<file path="src/rtl/alu_share_arbiter.sv">
// Shares one single-cycle ALU between two requesters and buffers its result
// in a one-entry response register with a valid/ready handshake and requester ID.
//
// state     | meaning
// BUF_EMPTY | no result held; any valid request may be granted
// BUF_FULL  | result held; a new grant needs rsp_ready in the same cycle
module alu_share_arbiter #(
   parameter int PRIO_MODE = 0,
   parameter int CNT_W     = 16
) (
   input  logic             clk,
   input  logic             rst_n,
   input  logic             req0_valid,
   output logic             req0_ready,
   input  logic [31:0]      req0_in1,
   input  logic [31:0]      req0_in2,
   input  logic [3:0]       req0_ctrl,
   input  logic [4:0]       req0_shamt,
   input  logic             req1_valid,
   output logic             req1_ready,
   input  logic [31:0]      req1_in1,
   input  logic [31:0]      req1_in2,
   input  logic [3:0]       req1_ctrl,
   input  logic [4:0]       req1_shamt,
   output logic [31:0]      alu_in1,
   output logic [31:0]      alu_in2,
   output logic [3:0]       alu_ctrl,
   output logic [4:0]       alu_shamt,
   input  logic [31:0]      alu_out,
   input  logic             alu_zero,
   output logic             rsp_valid,
   input  logic             rsp_ready,
   output logic [31:0]      rsp_data,
   output logic             rsp_zero,
   output logic             rsp_id,
   output logic [CNT_W-1:0] gnt_cnt0,
   output logic [CNT_W-1:0] gnt_cnt1
);

   typedef enum logic {BUF_EMPTY = 1'b0, BUF_FULL = 1'b1} buf_state_e;

   buf_state_e       state_q, state_d;
   logic [31:0]      rsp_data_q, rsp_data_d;
   logic             rsp_zero_q, rsp_zero_d;
   logic             rsp_id_q, rsp_id_d;
   logic             last_grant_q, last_grant_d;
   logic [CNT_W-1:0] gnt_cnt0_q, gnt_cnt0_d;
   logic [CNT_W-1:0] gnt_cnt1_q, gnt_cnt1_d;

   logic can_accept;
   logic gnt0;
   logic gnt1;

   // Gating with rst_n keeps the reset cycle free of grants and readys.
   always_comb begin
      can_accept = rst_n & ((state_q == BUF_EMPTY) | rsp_ready);
      gnt0 = 1'b0;
      gnt1 = 1'b0;
      if (can_accept) begin
         if (req0_valid && req1_valid) begin
            if (PRIO_MODE == 1) begin
               gnt0 = 1'b1;
            end else if (last_grant_q) begin
               gnt0 = 1'b1;
            end else begin
               gnt1 = 1'b1;
            end
         end else begin
            gnt0 = req0_valid;
            gnt1 = req1_valid;
         end
      end
   end

   always_comb begin
      alu_in1   = '0;
      alu_in2   = '0;
      alu_ctrl  = '0;
      alu_shamt = '0;
      if (gnt0) begin
         alu_in1   = req0_in1;
         alu_in2   = req0_in2;
         alu_ctrl  = req0_ctrl;
         alu_shamt = req0_shamt;
      end else if (gnt1) begin
         alu_in1   = req1_in1;
         alu_in2   = req1_in2;
         alu_ctrl  = req1_ctrl;
         alu_shamt = req1_shamt;
      end
   end

   always_comb begin
      state_d      = state_q;
      rsp_data_d   = rsp_data_q;
      rsp_zero_d   = rsp_zero_q;
      rsp_id_d     = rsp_id_q;
      last_grant_d = last_grant_q;
      gnt_cnt0_d   = gnt_cnt0_q;
      gnt_cnt1_d   = gnt_cnt1_q;
      if (gnt0 || gnt1) begin
         state_d      = BUF_FULL;
         rsp_data_d   = alu_out;
         rsp_zero_d   = alu_zero;
         rsp_id_d     = gnt1;
         last_grant_d = gnt1;
      end else if ((state_q == BUF_FULL) && rsp_ready) begin
         state_d = BUF_EMPTY;
      end
      if (gnt0 && (gnt_cnt0_q != {CNT_W{1'b1}})) begin
         gnt_cnt0_d = gnt_cnt0_q + CNT_W'(1);
      end
      if (gnt1 && (gnt_cnt1_q != {CNT_W{1'b1}})) begin
         gnt_cnt1_d = gnt_cnt1_q + CNT_W'(1);
      end
   end

   always_ff @(posedge clk) begin
      if (!rst_n) begin
         state_q      <= BUF_EMPTY;
         rsp_data_q   <= '0;
         rsp_zero_q   <= 1'b0;
         rsp_id_q     <= 1'b0;
         last_grant_q <= 1'b1;
         gnt_cnt0_q   <= '0;
         gnt_cnt1_q   <= '0;
      end else begin
         state_q      <= state_d;
         rsp_data_q   <= rsp_data_d;
         rsp_zero_q   <= rsp_zero_d;
         rsp_id_q     <= rsp_id_d;
         last_grant_q <= last_grant_d;
         gnt_cnt0_q   <= gnt_cnt0_d;
         gnt_cnt1_q   <= gnt_cnt1_d;
      end
   end

   assign req0_ready = gnt0;
   assign req1_ready = gnt1;
   assign rsp_valid  = (state_q == BUF_FULL);
   assign rsp_data   = rsp_data_q;
   assign rsp_zero   = rsp_zero_q;
   assign rsp_id     = rsp_id_q;
   assign gnt_cnt0   = gnt_cnt0_q;
   assign gnt_cnt1   = gnt_cnt1_q;

endmodule

</file>
<file path="config.mk">
export PLATFORM = sky130hd
export DESIGN_NAME = alu_share_arbiter
export DESIGN_NICKNAME = d
export VERILOG_FILES = /design/src/rtl/alu_share_arbiter.sv
export SDC_FILE = /design/constraint.sdc
export NUM_CORES = 1
export LEC_CHECK = 0
export ABC_AREA = 0
export BUFFER_PORTS_ARGS = -buffer_cell sky130_fd_sc_hd__buf_2
export CORE_AREA = 3 3 127 129
export DETAILED_ROUTE_END_ITERATION = 10
export DIE_AREA = 0 0 130 132
export SYNTH_ARGS = -nofsm -noshare
export SYNTH_HDL_FRONTEND = slang
export SYNTH_SLANG_ARGS = --single-unit
export TNS_END_PERCENT = 50
</file>
<file path="constraint.sdc">
create_clock -name clk -period 1.6 [get_ports clk]
set_input_delay 0.32 -clock clk [delete_from_list [all_inputs] [get_ports clk]]
set_output_delay 0.32 -clock clk [all_outputs]
set_load 0.02 [all_outputs]
</file>
==> run_results.csv <==
group,metric,value,unit
synth,yosysTopAreaCellShare,0.382,
cells_and_area,syn_to_final_growth,105,%
clock_network,cts_tree,"done",
timing,hold_viol,0,
cells_and_area,drive_gt1_frac,0.618,
timing,min_period_over_period,1.26,
setup_path,worst-path-buf-inv,4,
cells_and_area,num-fill-cells,1476,
power,p_int,0.00377,W
hold_path,hp-class,"primary input to flop",
setup_path,endpoint_kind,"output port",
synth,synth_top_area_cell,"dfxtp_1",
floorplanning,die_area,17200,sq um
grt,overflow,0,
route,post-route-drc-count,0,
cells_and_area,final_cell_mix,"buf_2, nand2_1, buf_6",
power,p_sw,0.00155,W
setup_path,crit_family,"buffers and inverters",
setup_path,required,1280,ps
timing,slew_headroom,0.740,
grt,track_usage,0.204,
power,seq_power_share,0.336,
power,pwr_density_cell,729,nW/um^2
route,drt_iter0_drc,140,
synth,yosys_register_bits,68,
power,design_power_total,0.00532,W
clock_network,cts.reportedPaths.clkPinSlew,60,ps
setup_path,rrSetupSlack,-140,ps
synth,ys_warn_count,0,
clock_network,clk_latency,330,ps
setup_path,worstPathCellList,"nand2b_4 > buf_12 > nand4_4 > clkinv_8 > buf_4 > a22o_4 > buf_2",
power,leakage,3.69,nW
route,antenna_left,0,
synth,postSynthCellCount,421,
timing,setup_ws,-417,ps
clock_network,h-tree-depth,3,
clock_network,cts.path.max_buffers,2,
clock_network,hold_buffers,0,
cells_and_area,multi_input_area,2560,sq um
cells_and_area,fin_area,7290,sq um
placement,gp_congestion,0.914,
run_status,status,"finished with violations",
route,dr_total_vias,4835,
grt,grt_pass1_wl,26800,um
floorplanning,initial_core_util,0.235,
cells_and_area,post-route-util,0.481,
setup_path,slowest_stage,"dfxtp_4",
placement,dp_slack,-223,ps
synth,synth_area,3560,sq um
cells_and_area,seq_area,1370,sq um
run,maxCapViolCount,0,
timing,finalSetupViolations,81,
timing,worstMarginPinSlew,390,ps
run_status,violations,"negative setup slack",
route,routed_via_density,4.84,
placement,place_area,6290,sq um
setup_path,worstSetupPathType,"flop to output port",
placement,io_buffer_count,325,
setup_path,r2r_start,"rsp_valid",
synth,synthDistinctLibCells,45,
timing,slew_violations,0,
route,dr_wl_met3,1490,um
route,route.met2.wl,10100,um
grt,antenna_found_initial,8,
power,power_frac_clock,0.374,
floorplanning,rows,45,
floorplanning,die_h,132,um
hold_path,min_path_cells,3,
timing,finClkSkew,6.43,ps
cells_and_area,final_common_cell,"buf_2",
clock_network,clockRootBuffer,"clkbuf_16",
setup_path,r2r_cells,8,
synth,ys_seq_area_frac,0.382,
floorplanning,ios,326,
setup_path,worstPathMaxFanout,6,
route,routedWlPerCell,19.3,um
clock_network,cts_inserted_buffers,9,
placement,dp_hpwl,15400,um
grt,grt_max_degree,36,
setup_path,cpPeakStageDelay,350,ps
clock_network,cts.sinks,68,
floorplanning,die_w,130,um
power,combPwrFrac,0.290,
route,wirelength_met1,7250,um
timing,rsz0062_at_grt,"yes",
route,dr.max_layer_used,"met5",
timing,fmax,496,MHz
timing,min_period,2020,ps
hold_path,hold_start,"alu_out[15]",
route,dr.pass1.iters,4,
cells_and_area,nNetsFinal,984,
power,p_sw_frac,0.292,
synth,synth.avg_cell_area,8.47,sq um
synth,synth.net_count,607,
setup_path,r2r-end,"gnt_cnt0[13]",
setup_path,cp-start-kind,"flop",
floorplanning,core,15100,sq um
hold_path,worstHoldEndpoint,"rsp_data[15]",
route,drt_wl_total,19200,um
setup_path,critical_path_arrival,1700,ps
grt,first_global_vias,4756,
synth,synth_area_leaders,"dfxtp_1, a22o_1, nand2_1",
power,irDropWorstVdd,0.000577,V
==> worst max-delay path by stage <==
| stage | cells after the start | start | slack (ps) | endpoint |
|---|---|---|---|---|
| 6_report | 7 | rsp_valid | -420 | alu_in2[16] |
| 5_1_grt | 8 | rsp_valid | -480 | alu_in2[6] |
| 4_1_cts | 7 | rsp_valid | -440 | alu_in1[31] |
| 3_5_place_dp | 7 | rsp_ready | -220 | alu_in1[22] |
| 3_3_place_gp | 7 | rsp_ready | -220 | alu_in1[27] |
| 2_1_floorplan | 5 | gnt_cnt0[4] | -80 | gnt_cnt0[13] |
==> synthesized netlist by cell type (all sizes together) <==
library cell	count
nand2	90
a22o	73
dfxtp	68
a21oi	40
nor2	19
clkbuf	18
buf	12
mux2i	12
nand4	12
nand3	10
xnor2	9
inv	8
nor4	7
nor3	5
o21ai	5
a31oi	4
a311oi	3
and3	3
a211oi	2
a21bo	2
and4	2
ha	2
nand2b	2
nand3b	2
o211a	2
o211ai	2
a211o	1
a21o	1
nor4b	1
o311a	1
o31ai	1
or4	1
xor2	1
==> power by group through the flow <==
stage / Clock (W) / Sequential, W / Combinational [W]
2_1_floorplan: 0 / 0.00189 / 0.000655
3_5_place_dp: 0 / 0.00182 / 0.00131
3_3_place_gp: 0 / 0.00182 / 0.00131
6_report: 0.00199 / 0.00179 / 0.00154
4_1_cts: 0.00204 / 0.00179 / 0.00143
5_1_grt: 0.00211 / 0.00179 / 0.00164
==> cell families (layout without fill, tap and decap cells) <==
group	count (synthesis)	count (layout)	synth area share
AOI/OAI and AO/OA	137	137	0.290
xor gates and xnor gates	10	10	0.0246
adders and majority gates	2	2	0.00702
buffers and inverters	38	420	0.0481
DFF	68	68	0.382
muxes	12	12	0.0337
other	0	7	0
and+or+nand+nor	154	154	0.215
==> layout make-up <==
| class | instances | share of cell area |
|---|---|---|
| antenna | 7 | 0.00240 |
| clock buffer | 12 | 0.0338 |
| clock inverter | 4 | 0.00669 |
| inverter | 8 | 0.00755 |
| multi-input combinational | 315 | 0.351 |
| sequential | 68 | 0.188 |
| tap | 188 | 0.0323 |
| timing repair buffer | 395 | 0.376 |
| timing repair inverter | 1 | 0.00154 |
==> state kept, by name (all words and copies together) (netlist names) <==
register,flops
rsp_data,32
rsp_valid,1
rsp_zero,1
rsp_id,1
gnt_cnt0,16
gnt_cnt1,16
last_grant_q,1
==> worst reg2reg max path, delay by kind of cell (launching register included) <==
kind / cells / cell delay [ps]
XOR/XNOR: 1 / 160
AND/OR/NAND/NOR: 4 / 640
flip-flops: 1 / 350
buffers and inverters: 3 / 460
==> routing by layer <==
layer  up-vias  GRT usage
li1       2323          -
met1      2251      0.231
met2       227      0.367
met3        30     0.0535
met4         4     0.0641
met5         -          0
==> metrics by stage <==
step / hold WS, ps / TNS, ps / instances
final: 223 / -29090 / 998
after global routing: 220 / -34220 / 998
after CTS: 210 / -27120 / 984
after detailed placement: 446 / -14210 / 966
after global placement: 438 / -14040 / 966
after floorplan: 456 / -1000 / 421
==> what timing repair did <==
| action | in CTS | in global routing |
|---|---|---|
| endpoints found under the setup margin | 78 | 99 |
| gates cloned | 2 | 2 |
| pin swaps | 5 | 8 |
| resized for setup | 80 | 79 |
| setup buffers | 0 | 5 |
| hold endpoints to repair | 0 | 0 |
Power figures use the tool's default switching activity.
